### src/rtl/pwm_pkg.sv
// Shared definitions for the PWM ramp controller.
//   R_DEF  : default counter / duty width
//   DW_DEF : default period-divider width
//   state_t: ramp FSM states
package pwm_pkg;

  localparam int unsigned R_DEF  = 9;
  localparam int unsigned DW_DEF = 8;

  typedef enum logic {
    IDLE = 1'b0,
    RAMP = 1'b1
  } state_t;

endpackage

### src/rtl/pwm_core.sv
// PWM counter and comparator.
//   clk        : clock
//   reset      : synchronous active-high reset
//   enable     : run the counter; low holds it at 0 and forces pwm_out low
//   duty       : compare value
//   pwm_out    : registered PWM waveform, high while duty > cnt
//   period_end : high in the last cycle of each running period
module pwm_core
  import pwm_pkg::*;
#(
  parameter int unsigned R = R_DEF
) (
  input  logic         clk,
  input  logic         reset,
  input  logic         enable,
  input  logic [R-1:0] duty,
  output logic         pwm_out,
  output logic         period_end
);

  localparam logic [R-1:0] CNT_MAX = '1;

  logic [R-1:0] cnt;

  // Free-running counter, wraps naturally at 2^R-1.
  always_ff @(posedge clk) begin
    if (reset) begin
      cnt     <= '0;
      pwm_out <= 1'b0;
    end else if (!enable) begin
      cnt     <= '0;
      pwm_out <= 1'b0;
    end else begin
      cnt     <= cnt + R'(1);
      pwm_out <= (duty > cnt);
    end
  end

  assign period_end = enable && (cnt == CNT_MAX);

endmodule

### src/rtl/pwm_ramp_ctrl.sv
// PWM generator whose duty ramps toward an accepted target.
//   clk, reset : clock, synchronous active-high reset
//   enable     : run PWM and ramp; low pauses both
//   tgt_duty   : requested final duty
//   tgt_valid  : target offered; tgt_ready : accepted when both high
//   step       : duty increment per update (0 behaves as 1)
//   period_div : update every period_div+1 PWM periods
//   duty_cur   : duty applied to the comparator
//   pwm_out    : registered PWM waveform
//   busy       : ramp in progress
//   done       : one-cycle pulse when duty_cur reaches the target
module pwm_ramp_ctrl
  import pwm_pkg::*;
#(
  parameter int unsigned R  = R_DEF,
  parameter int unsigned DW = DW_DEF
) (
  input  logic          clk,
  input  logic          reset,
  input  logic          enable,
  input  logic [R-1:0]  tgt_duty,
  input  logic          tgt_valid,
  output logic          tgt_ready,
  input  logic [R-1:0]  step,
  input  logic [DW-1:0] period_div,
  output logic [R-1:0]  duty_cur,
  output logic          pwm_out,
  output logic          busy,
  output logic          done
);

  state_t        state_q, state_d;
  logic [R-1:0]  tgt_q, tgt_d;
  logic [R-1:0]  step_q, step_d;
  logic [DW-1:0] div_q, div_d;
  logic [DW-1:0] div_cnt_q, div_cnt_d;
  logic [R-1:0]  duty_d;
  logic          done_d;
  logic          period_end;

  // Ramp arithmetic one bit wider so neither direction can wrap.
  logic [R:0]    tgt_x, duty_x, step_x, diff_x, moved_x;
  logic          up;
  logic [R-1:0]  ramp_duty;

  pwm_core #(.R(R)) u_core (
    .clk        (clk),
    .reset      (reset),
    .enable     (enable),
    .duty       (duty_cur),
    .pwm_out    (pwm_out),
    .period_end (period_end)
  );

  // Next duty value one step closer to the latched target.
  always_comb begin
    tgt_x   = {1'b0, tgt_q};
    duty_x  = {1'b0, duty_cur};
    step_x  = {1'b0, step_q};
    up      = (tgt_x >= duty_x);
    diff_x  = up ? (tgt_x - duty_x) : (duty_x - tgt_x);
    moved_x = up ? (duty_x + step_x) : (duty_x - step_x);
    ramp_duty = (diff_x <= step_x) ? tgt_q : R'(moved_x);
  end

  // State and datapath registers.
  always_ff @(posedge clk) begin
    if (reset) begin
      state_q   <= IDLE;
      tgt_q     <= '0;
      step_q    <= '0;
      div_q     <= '0;
      div_cnt_q <= '0;
      duty_cur  <= '0;
      done      <= 1'b0;
    end else begin
      state_q   <= state_d;
      tgt_q     <= tgt_d;
      step_q    <= step_d;
      div_q     <= div_d;
      div_cnt_q <= div_cnt_d;
      duty_cur  <= duty_d;
      done      <= done_d;
    end
  end

  // Next-state and datapath update.
  always_comb begin
    state_d   = state_q;
    tgt_d     = tgt_q;
    step_d    = step_q;
    div_d     = div_q;
    div_cnt_d = div_cnt_q;
    duty_d    = duty_cur;
    done_d    = 1'b0;

    case (state_q)
      IDLE: begin
        if (tgt_valid) begin
          tgt_d     = tgt_duty;
          step_d    = (step == '0) ? R'(1) : step;
          div_d     = period_div;
          div_cnt_d = '0;
          if (tgt_duty == duty_cur) begin
            done_d = 1'b1;
          end else begin
            state_d = RAMP;
          end
        end
      end
      RAMP: begin
        // period_end is gated by enable, so a paused ramp freezes here.
        if (period_end) begin
          if (div_cnt_q == div_q) begin
            div_cnt_d = '0;
            duty_d    = ramp_duty;
            if (ramp_duty == tgt_q) begin
              state_d = IDLE;
              done_d  = 1'b1;
            end
          end else begin
            div_cnt_d = div_cnt_q + DW'(1);
          end
        end
      end
      default: state_d = IDLE;
    endcase
  end

  assign tgt_ready = (state_q == IDLE);
  assign busy      = (state_q == RAMP);

endmodule

### config.mk
export PLATFORM = sky130hd
export DESIGN_NAME = pwm_ramp_ctrl
export DESIGN_NICKNAME = d
export VERILOG_FILES = /design/src/rtl/pwm_pkg.sv /design/src/rtl/pwm_core.sv /design/src/rtl/pwm_ramp_ctrl.sv
export SDC_FILE = /design/constraint.sdc
export NUM_CORES = 1
export LEC_CHECK = 0
export ABC_AREA = 0
export ABC_CLOCK_PERIOD_IN_PS = 11900
export CORE_ASPECT_RATIO = 1.1
export CORE_UTILIZATION = 50
export DETAILED_ROUTE_END_ITERATION = 6
export GPL_ROUTABILITY_DRIVEN = 1
export MAX_ROUTING_LAYER = met4
export PLACE_DENSITY = 0.71
export SYNTH_ARGS = -nofsm -noshare
export SYNTH_HDL_FRONTEND = slang
export SYNTH_SLANG_ARGS = --single-unit
### constraint.sdc
create_clock -name clk -period 11.9 [get_ports clk]
set_input_delay 2.38 -clock clk [delete_from_list [all_inputs] [get_ports clk]]
set_output_delay 2.38 -clock clk [all_outputs]
set_load 0.005 [all_outputs]
# Word-level counts from Yosys, hierarchy flattened
# Index checks and enable logic that the tools add are counted.
[totals]
register_bits = 55
out_inout_bits = 13
input_bits = 30
word_cells = 52
[classes]
mux = 20
n_reduce_logical = 6
n_lt_le_gt_ge = 3
eq_ne = 6
addsub = 6
bitwise_logic = 2
[ops]
columns = ["op", "n"]
rows = [
  ["$mux W9", 3],
  ["$mux W8", 3],
  ["$sub A9 B9 Y10", 2],
  ["$eq A9 B9 Y1", 2],
  ["$pmux W8 S2", 1],
  ["$le A10 B9 Y1", 1],
  ["$mux W1", 10],
  ["$mux W10", 1],
  ["$add A9 B1 Y9 const B", 1],
  ["$add A9 B9 Y9", 1],
  ["$eq A9 B9 Y1 const B", 1],
  ["$ge A9 B9 Y1", 1],
  ["$gt A9 B9 Y1", 1],
  ["$logic_not A9 Y1", 1],
  ["$sub A9 B9 Y9", 1],
  ["$add A8 B1 Y8 const B", 1],
  ["$eq A8 B8 Y1", 1],
  ["$pmux W1 S2", 2],
  ["$reduce_and A2 Y1", 2],
  ["$reduce_and A3 Y1", 1],
  ["$ne A2 B1 Y1 const B", 1],
  ["$ne A2 B2 Y1 const B", 1],
  ["$not A1 Y1", 2],
  ["$reduce_or A2 Y1", 1],
  ["$logic_and A1 B1 Y1", 1],
]

# Depth between registers and ports, before layout
# Gate-level depths: netlist (run 1).
[logic_depth]
word_depth = 9
ltp_mapped = 21
mapped_depth_nobuf = 19

# Hierarchy
# A second synthesis (run 1) with hierarchy kept.
[unflattened]
hier_cells = 578
area_unflattened_um2 = 4489.3
[modules_own_cells]
columns = ["module", "seq_area_each_um2", "cells_each", "instances", "area_per_inst_um2"]
rows = [
  ["pwm_ramp_ctrl", 900.9, 506, 1, 3868.7],
  ["pwm_core", 200.2, 72, 1, 620.6],
]

# Least setup slack after synthesis (run 1)
# Ideal clock, no wire load.
[synth_timing]
kind = "reg-to-reg"
start = "reg duty_cur[8]"
end = "reg state_q (netlist: busy)"
path_buffers = 2
t_required_ns = 11.783
setup_ns = 0.117
stages_incl_launch_ff = 19
setup_slack_ns = 7.478
t_arrival_ns = 4.305
synth_period_minus_slack_ns = 4.422
path_cell_list = "dfxtp_1 > inv_1 > ha_1 > buf_2 > and3_4 > a22o_1 > a41o_1 > nor2_1 > buf_2 > a21o_1 > inv_1 > fa_1 > nor2b_4 > o2111ai_2 > a31oi_1 > xnor2_2 > xnor3_1 > o32a_1 > a32o_2"
[synth_between]
elab_chain_cells = 9
elab_cells_between_ends = 17
classes_between = "add/sub (4); order compare (2); eq/ne (2); mux (9)"
[synth_rtl]
columns = ["item", "line_no", "text"]
rows = [
  ["from (decl)", "pwm_ramp_ctrl.sv:26", "output logic [R-1:0] duty_cur,"],
  ["from (signal assigned)", "pwm_ramp_ctrl.sv:82", "duty_cur <= duty_d;"],
  ["$sub A9 B9 Y10 or $ge A9 B9 Y1 (tied branches)", "pwm_ramp_ctrl.sv:61, pwm_ramp_ctrl.sv:60", ""],
  ["$mux W10", "pwm_ramp_ctrl.sv:61", "diff_x = up ? (tgt_x - duty_x) : (duty_x - tgt_x);"],
  ["$le A10 B9 Y1", "pwm_ramp_ctrl.sv:63", "ramp_duty = (diff_x <= step_x) ? tgt_q : R'(moved_x);"],
  ["$mux W9", "pwm_ramp_ctrl.sv:63", ""],
  ["$eq A9 B9 Y1", "pwm_ramp_ctrl.sv:117", "if (ramp_duty == tgt_q) begin"],
  ["$mux W1", "pwm_ramp_ctrl.sv:117", ""],
  ["$mux W1", "pwm_ramp_ctrl.sv:114", "if (div_cnt_q == div_q) begin"],
  ["$mux W1", "pwm_ramp_ctrl.sv:113", "if (period_end) begin"],
  ["$pmux W1 S2 *", "pwm_ramp_ctrl.sv:97", "case (state_q)"],
  ["to (signal assigned)", "pwm_ramp_ctrl.sv:77", "state_q <= state_d;"],
  ["to (decl)", "pwm_ramp_ctrl.sv:32", "state_t state_q, state_d;"],
]
# Every way passes the cells marked *; elsewhere a longest branch is shown, timed or not.
# A chain may end at the register's enable or synchronous reset.

# Final worst setup path (run 1)
[layout_timing]
start = "reg duty_cur[7]"
end = "reg state_q (netlist: busy)"
# Same word-level chain as after synthesis.

==> results of run 1 <==
worst max-delay path by stage:
stage / startpoint / end / slack [ns]
after CTS: duty_cur[7] / busy / 6.71
final: duty_cur[7] / busy / 6.70
after global routing: duty_cur[7] / busy / 6.34
after floorplan: duty_cur[8] / busy / 7.48
after global placement: duty_cur[7] / done / 6.82
after detailed placement: duty_cur[7] / busy / 6.72
area by class of cell:
cell class                 instances  area, um2
fill                             807       3470
inverter                          48        180
timing repair buffer              47        458
clock inverter                     2       38.8
tap                              111        139
clock buffer                       6       72.6
sequential                        55       1100
multi-input combinational        436       3040
cell usage after synthesis (5+ instances only):
library cell	n
a211oi_1	13
a21o_1	9
a21oi_1	51
and3_1	5
buf_2	7
clkbuf_1	12
dfxtp_1	55
ha_1	48
inv_1	48
mux2i_1	10
nand2_1	77
nand2b_1	6
nand3_1	12
nand3b_1	6
nand4_1	11
nor2_1	40
nor2b_1	6
nor3_1	10
nor4_1	5
o211ai_1	5
o21a_1	5
o21ai_0	14
xnor2_1	30
xor2_1	20
flip-flops by register name, summed over array words and instances, names as in the netlist:
| register | count |
|---|---|
| busy | 1 |
| div_cnt_q | 8 |
| div_q | 8 |
| done | 1 |
| duty_cur | 9 |
| step_q | 9 |
| tgt_q | 9 |
| u_core.cnt | 9 |
| u_core.pwm_out | 1 |
stage by stage:
| stage | cell area (um2) | utilization |
|---|---|---|
| 6_report | 5030 | 0.592 |
| 5_1_grt | 5030 | 0.592 |
| 4_1_cts | 5030 | 0.592 |
| 3_5_place_dp | 4920 | 0.579 |
| 3_3_place_gp | 4920 | 0.579 |
| 2_1_floorplan | 4430 | - |
report_power, final:
part | switching [W] | internal, W
sequential | 0.00000906 | 0.000191
combinational | 0.000124 | 0.0000965
clock | 0.0000633 | 0.0000637
total | 0.000197 | 0.000351
worst min-delay path: stages (launching register included):
cell	delay [ns]
dfxtp_1	0.33
nand2_1	0.05
a21oi_1	0.05
cell families (layout without fill, tap and decap cells):
kind of cell,count (synthesis),count (layout),synth area share
adder cells (fa/ha/maj),52,52,0.151
AND/OR/NAND/NOR,191,191,0.206
multiplexers,10,10,0.0226
flip-flops,55,55,0.249
AO/OA/AOI/OAI,131,131,0.198
XOR/XNOR,52,52,0.108
buffers and inverters,70,103,0.0655
layer usage:
| metal | track usage | up-vias | wire, um |
|---|---|---|---|
| li1 | - | 2018 | - |
| met1 | 0.335 | 1862 | 5320 |
| met2 | 0.483 | 99 | 5720 |
| met3 | 0.0256 | 33 | 371 |
| met4 | 0.139 | 0 | 571 |
| met5 | - | - | 0 |
==> impl_results.md, run 1 <==
- Max Cap Violations: 0
- Post-synth top flop: dfxtp_1
- Max Slew Vio Count: 0
- Top Ports: 43
- Antenna viol nets, final: 0
- Async set-reset flop share out of synthesis: 0
- Required time of the critical path: 12.10 ns
- Design Power: 0.000548 W
- RSZ-0062 raised after global routing: no
- Overall Global Routing Usage: 0.282
- Initial antenna violation count: 0
- Largest stage delay, worst path: 0.77 ns
- Place WS: 6.72 ns
- Clock buffer depth: 2
- CP dominant cell by count: inv_1
- DRC viols: 0
- Crit. End Element: flip-flop
- ANT cells: 0
- Cell depth of the worst hold path: 2
- Minimum clock period: 5.20 ns
- DRT iter0 DRCs: 298
- Vias: 4012
- Yosys reg bits: 55
- Area of the mapped netlist: 4430 um2
- Post-Syn Nets: 642
- CP max-delay cell: nor2_1
- WHS: 0.476 ns
- WP buf/inv: 2
- Leakage: 2.11 nW
- Row count: 35
- Count of flip-flops with a built-in enable after synthesis: 0
- CTS tree: yes
- Final setup violation count: 0
- DR WL/cell: 17.0 um
- Hpwl dp: 9.50 mm
- Post-cts resize count: 0
- Chip height: 101 um
- Total Neg Setup Slack: 0 ns
- Hold Crit Start: div_q[1]
- Synth cell types: 65
- Post-synth top area share: 0.249
- Layout cells sized above 1: 0.0522
- Slew HR: 0.328
- YS warnings: 0
- Most common cell after layout, fill and taps aside: nand2_1
- Dpl cells: 697
- Number of I/O port buffers: 42
- Cell Pwr Density: 109 nW/um2
- Chip Width: 91.7 um
- Clk sinks: 55
- Final-stage net count: 674
- Number of setup buffers added after CTS: 0
- Crit-path cells: inv_1 -> ha_1 -> and3_4 -> a22o_1 -> a41o_1 -> nor2_1 -> a21o_1 -> inv_1 -> fa_1 -> nor2b_4 -> o2111ai_2 -> a31oi_1 -> xnor2_2 -> xnor3_1 -> o32a_1 -> a32o_2
- Core footprint: 8500 um2
- CP top delay family: compound AO/OA/AOI/OAI gates
- VDD IR max: 0.0000599 V
- DIE AREA: 9240 um2
- Pin count of the biggest net entering global routing: 47
- Crit path arrival time: 5.40 ns
- Most frequent cells in the layout: nand2_1, dfxtp_1, a21oi_1, inv_1, ha_1
- Placer congestion estimate: 0.974
- Initial Utilization: 0.521
- Worst slew pin tran: 1.00 ns
- Non-Filler Instances: 705
- CP max FO: 14
- Vias per cell: 5.69
- Clock Skews: 0.00915 ns
- Setup WS post-layout: 6.70 ns
- DRT Pass-1 Iters: 5
- Fmax achieved: 192 MHz
- Global route overflow: 0
- Avg Inst Size Synth: 7.90 um2
- Post-synthesis sequential area ratio: 0.249
- Drt total wl: 12.0 mm
- Worst-case reg-to-reg path depth: 16
- WP depth: 16
- R2r endpoint: busy
- Clk Latency, worst-skew pair: 0.31 ns
- Status: finished clean
- Hold-fix buffers, CTS: 0
- HP Class: reg -> reg
- Yosys top cell by area: dfxtp_1
- CP startpoint kind: flip-flop
- Top cells by area, synth: dfxtp_1, ha_1, nand2_1, xnor2_1, a21oi_1
- Period utilization: 0.437
- Origin of the critical flop-to-flop path: duty_cur[7]
- First-pass GRT wire length: 19.8 mm
- Cells after Synth: 561
- Reg2reg setup slack: 6.70 ns
- Clock H-tree levels: 2
- Cts bufs inserted: 5
- Clk slew on worst S/H paths: 0.10 ns
- Vias in the first global route: 4019
- Final Hold Fails: 0
- Clock root buffer: clkbuf_8
- WS Path Type: reg -> reg
- Synthesis-to-layout area growth: 13.6%
- Hold EP: div_q[1]
Note: power is estimated with default switching activity, not from simulation.
==> run 2: changes to the inputs <==
--- a/config.mk
+++ b/config.mk
@@ -6,7 +6,7 @@
 export NUM_CORES = 1
 export LEC_CHECK = 0
 export ABC_AREA = 0
-export ABC_CLOCK_PERIOD_IN_PS = 11900
+export ABC_CLOCK_PERIOD_IN_PS = 5400
 export CORE_ASPECT_RATIO = 1.1
 export CORE_UTILIZATION = 50
 export DETAILED_ROUTE_END_ITERATION = 6
==> constraint.sdc (replaced) <==
create_clock -name clk -period 5.4 [get_ports clk]
set_input_delay 1.08 -clock clk [delete_from_list [all_inputs] [get_ports clk]]
set_output_delay 1.08 -clock clk [all_outputs]
set_load 0.005 [all_outputs]
==> run 2 against run 1 <==
  * Core utilization rose by 0.47 points
  * Sequential share of layout area shrank 0.17 points
  * Critical path type unchanged
  * Maximum frequency rose by 5.5%
  * Via count is 1.0% higher
==> impl_results.md, run 2 (synthesis gave the netlist of run 1 again) <==
- Slew HR: 0.164
- Design Power: 0.00122 W
- Clock H-tree levels: 2
- Clock Skews: 0.00787 ns
- Cell Pwr Density: 240 nW/um2
- Fmax achieved: 203 MHz
- Global route overflow: 0
- Leakage: 2.14 nW
- Largest stage delay, worst path: 0.57 ns
- Initial antenna violation count: 0
- Clk Latency, worst-skew pair: 0.32 ns
- Overall Global Routing Usage: 0.290
- Final Hold Fails: 0
- Clk sinks: 55
- DR WL met2: 6.03 mm
- Clk slew on worst S/H paths: 0.10 ns
- CP startpoint kind: flip-flop
- Row count: 35
- Worst slew pin tran: 1.25 ns
- Pin count of the biggest net entering global routing: 47
- CTS tree: yes
- HP Class: reg -> reg
- Clock buffer depth: 2
- Hold-fix buffers, CTS: 0
- Total Neg Setup Slack: 0 ns
- Crit path arrival time: 5.14 ns
- CP max FO: 10
- CP dominant cell by count: ha_1
- ANT cells: 0
- Top Ports: 43
- Period utilization: 0.913
- Drt total wl: 12.3 mm
- Layout cells sized above 1: 0.0602
- WP buf/inv: 1
- Minimum clock period: 4.93 ns
- Highest metal used: met4
- Vias: 4053
- DR WL/cell: 17.3 um
- Number of setup buffers added after CTS: 0
- Required time of the critical path: 5.61 ns
- DIE AREA: 9240 um2
- Post-cts resize count: 0
- VDD IR max: 0.000181 V
- RSZ-0062 raised after global routing: no
- WS Path Type: reg -> reg
- Initial Utilization: 0.521
- Most common cell after layout, fill and taps aside: nand2_1
- Vias in the first global route: 4058
- Vias per cell: 5.72
- WL met3: 393 um
- Placer congestion estimate: 0.944
- Final-stage net count: 678
- Most frequent cells in the layout: nand2_1, dfxtp_1, a21oi_1, inv_1, ha_1
- CP max-delay cell: dfxtp_1
- Chip height: 101 um
- Chip Width: 91.7 um
- Status: finished clean
- Cts bufs inserted: 5
- Fillers: 801
- Crit. End Element: flip-flop
- Max Cap Violations: 0
- Max Slew Vio Count: 0
- First-pass GRT wire length: 20.4 mm
- Hpwl dp: 9.83 mm
- CP top delay family: compound AO/OA/AOI/OAI gates
- M1 WL: 5.63 mm
- DRC viols: 0
- Crit-path cells: inv_1 -> ha_1 -> nand2_1 -> nor3_2 -> o22a_1 -> nor3_1 -> o311ai_0 -> a31o_2 -> xnor2_1 -> ha_1 -> a21o_1 -> a221o_1 -> o211ai_1 -> o21ai_1 -> o32a_1 -> a32o_2
- DRT Pass-1 Iters: 4
- Number of I/O port buffers: 42
- DRT iter0 DRCs: 204
- Clock root buffer: clkbuf_8
- Antenna viol nets, final: 0
- Final setup violation count: 0
- Core footprint: 8500 um2
- Synthesis-to-layout area growth: 14.5%
-- run 2: cell count changes in the layout (fill, tap and decap cells not counted), sizes merged --
| cell | delta |
|---|---|
| buf | +4 |
-- run 2: worst reg2reg max path, stage by stage, from the launching register on --
cell,delay [ns]
dfxtp_1,0.57
inv_1,0.09
ha_1,0.54
nand2_1,0.18
nor3_2,0.27
o22a_1,0.28
nor3_1,0.07
o311ai_0,0.52
a31o_2,0.20
xnor2_1,0.12
ha_1,0.27
a21o_1,0.17
a221o_1,0.34
o211ai_1,0.13
o21ai_1,0.46
o32a_1,0.36
a32o_2,0.27
-- run 2: where the power goes --
group / internal [W] / leakage [nW] / total [W] / switching, W
combinational: 0.000213 / 1.63 / 0.000481 / 0.000268
sequential: 0.000420 / 0.448 / 0.000440 / 0.0000200
clock: 0.000153 / 0.0618 / 0.000295 / 0.000142
total: 0.000786 / 2.14 / 0.00122 / 0.000431
-- run 2: per-stage QoR --
step / setup WS, ns / hold slack [ns] / util / cells / cell area, um2
after floorplan: 0.978 / 0.429 / - / 561 / 4430
after global placement: 0.549 / 0.453 / 0.582 / 701 / 4950
after detailed placement: 0.535 / 0.464 / 0.582 / 701 / 4950
after CTS: 0.506 / 0.479 / 0.597 / 709 / 5070
after global routing: 0.189 / 0.499 / 0.597 / 709 / 5070
final: 0.470 / 0.476 / 0.597 / 709 / 5070
-- run 2: metal layers --
| metal | global-route usage | up-vias |
|---|---|---|
| li1 | - | 2030 |
| met1 | 0.363 | 1921 |
| met2 | 0.502 | 81 |
| met3 | 0.0294 | 21 |
| met4 | 0.0733 | 0 |
| met5 | - | - |
-- run 2: final cells by class --
class                   instances  area [um2]  share of cell area
repair buffers                 51         488              0.0962
well taps                     111         139              0.0274
inverters                      48         180              0.0355
flip-flops and latches         55        1100               0.217
multi-input cells             436        3040               0.600
clock buffers                   6        82.6              0.0163
clock inverters                 2        38.8             0.00765
-- run 2: final timing paths --
| path | endpoint | cells after the start | slack [ns] | startpoint |
|---|---|---|---|---|
| min | div_q[4] | 2 | 0.48 | div_q[4] |
| min reg2reg | div_q[4] | 2 | 0.48 | div_q[4] |
| max | busy | 16 | 0.47 | duty_cur[5] |
| max reg2reg | busy | 16 | 0.47 | duty_cur[5] |
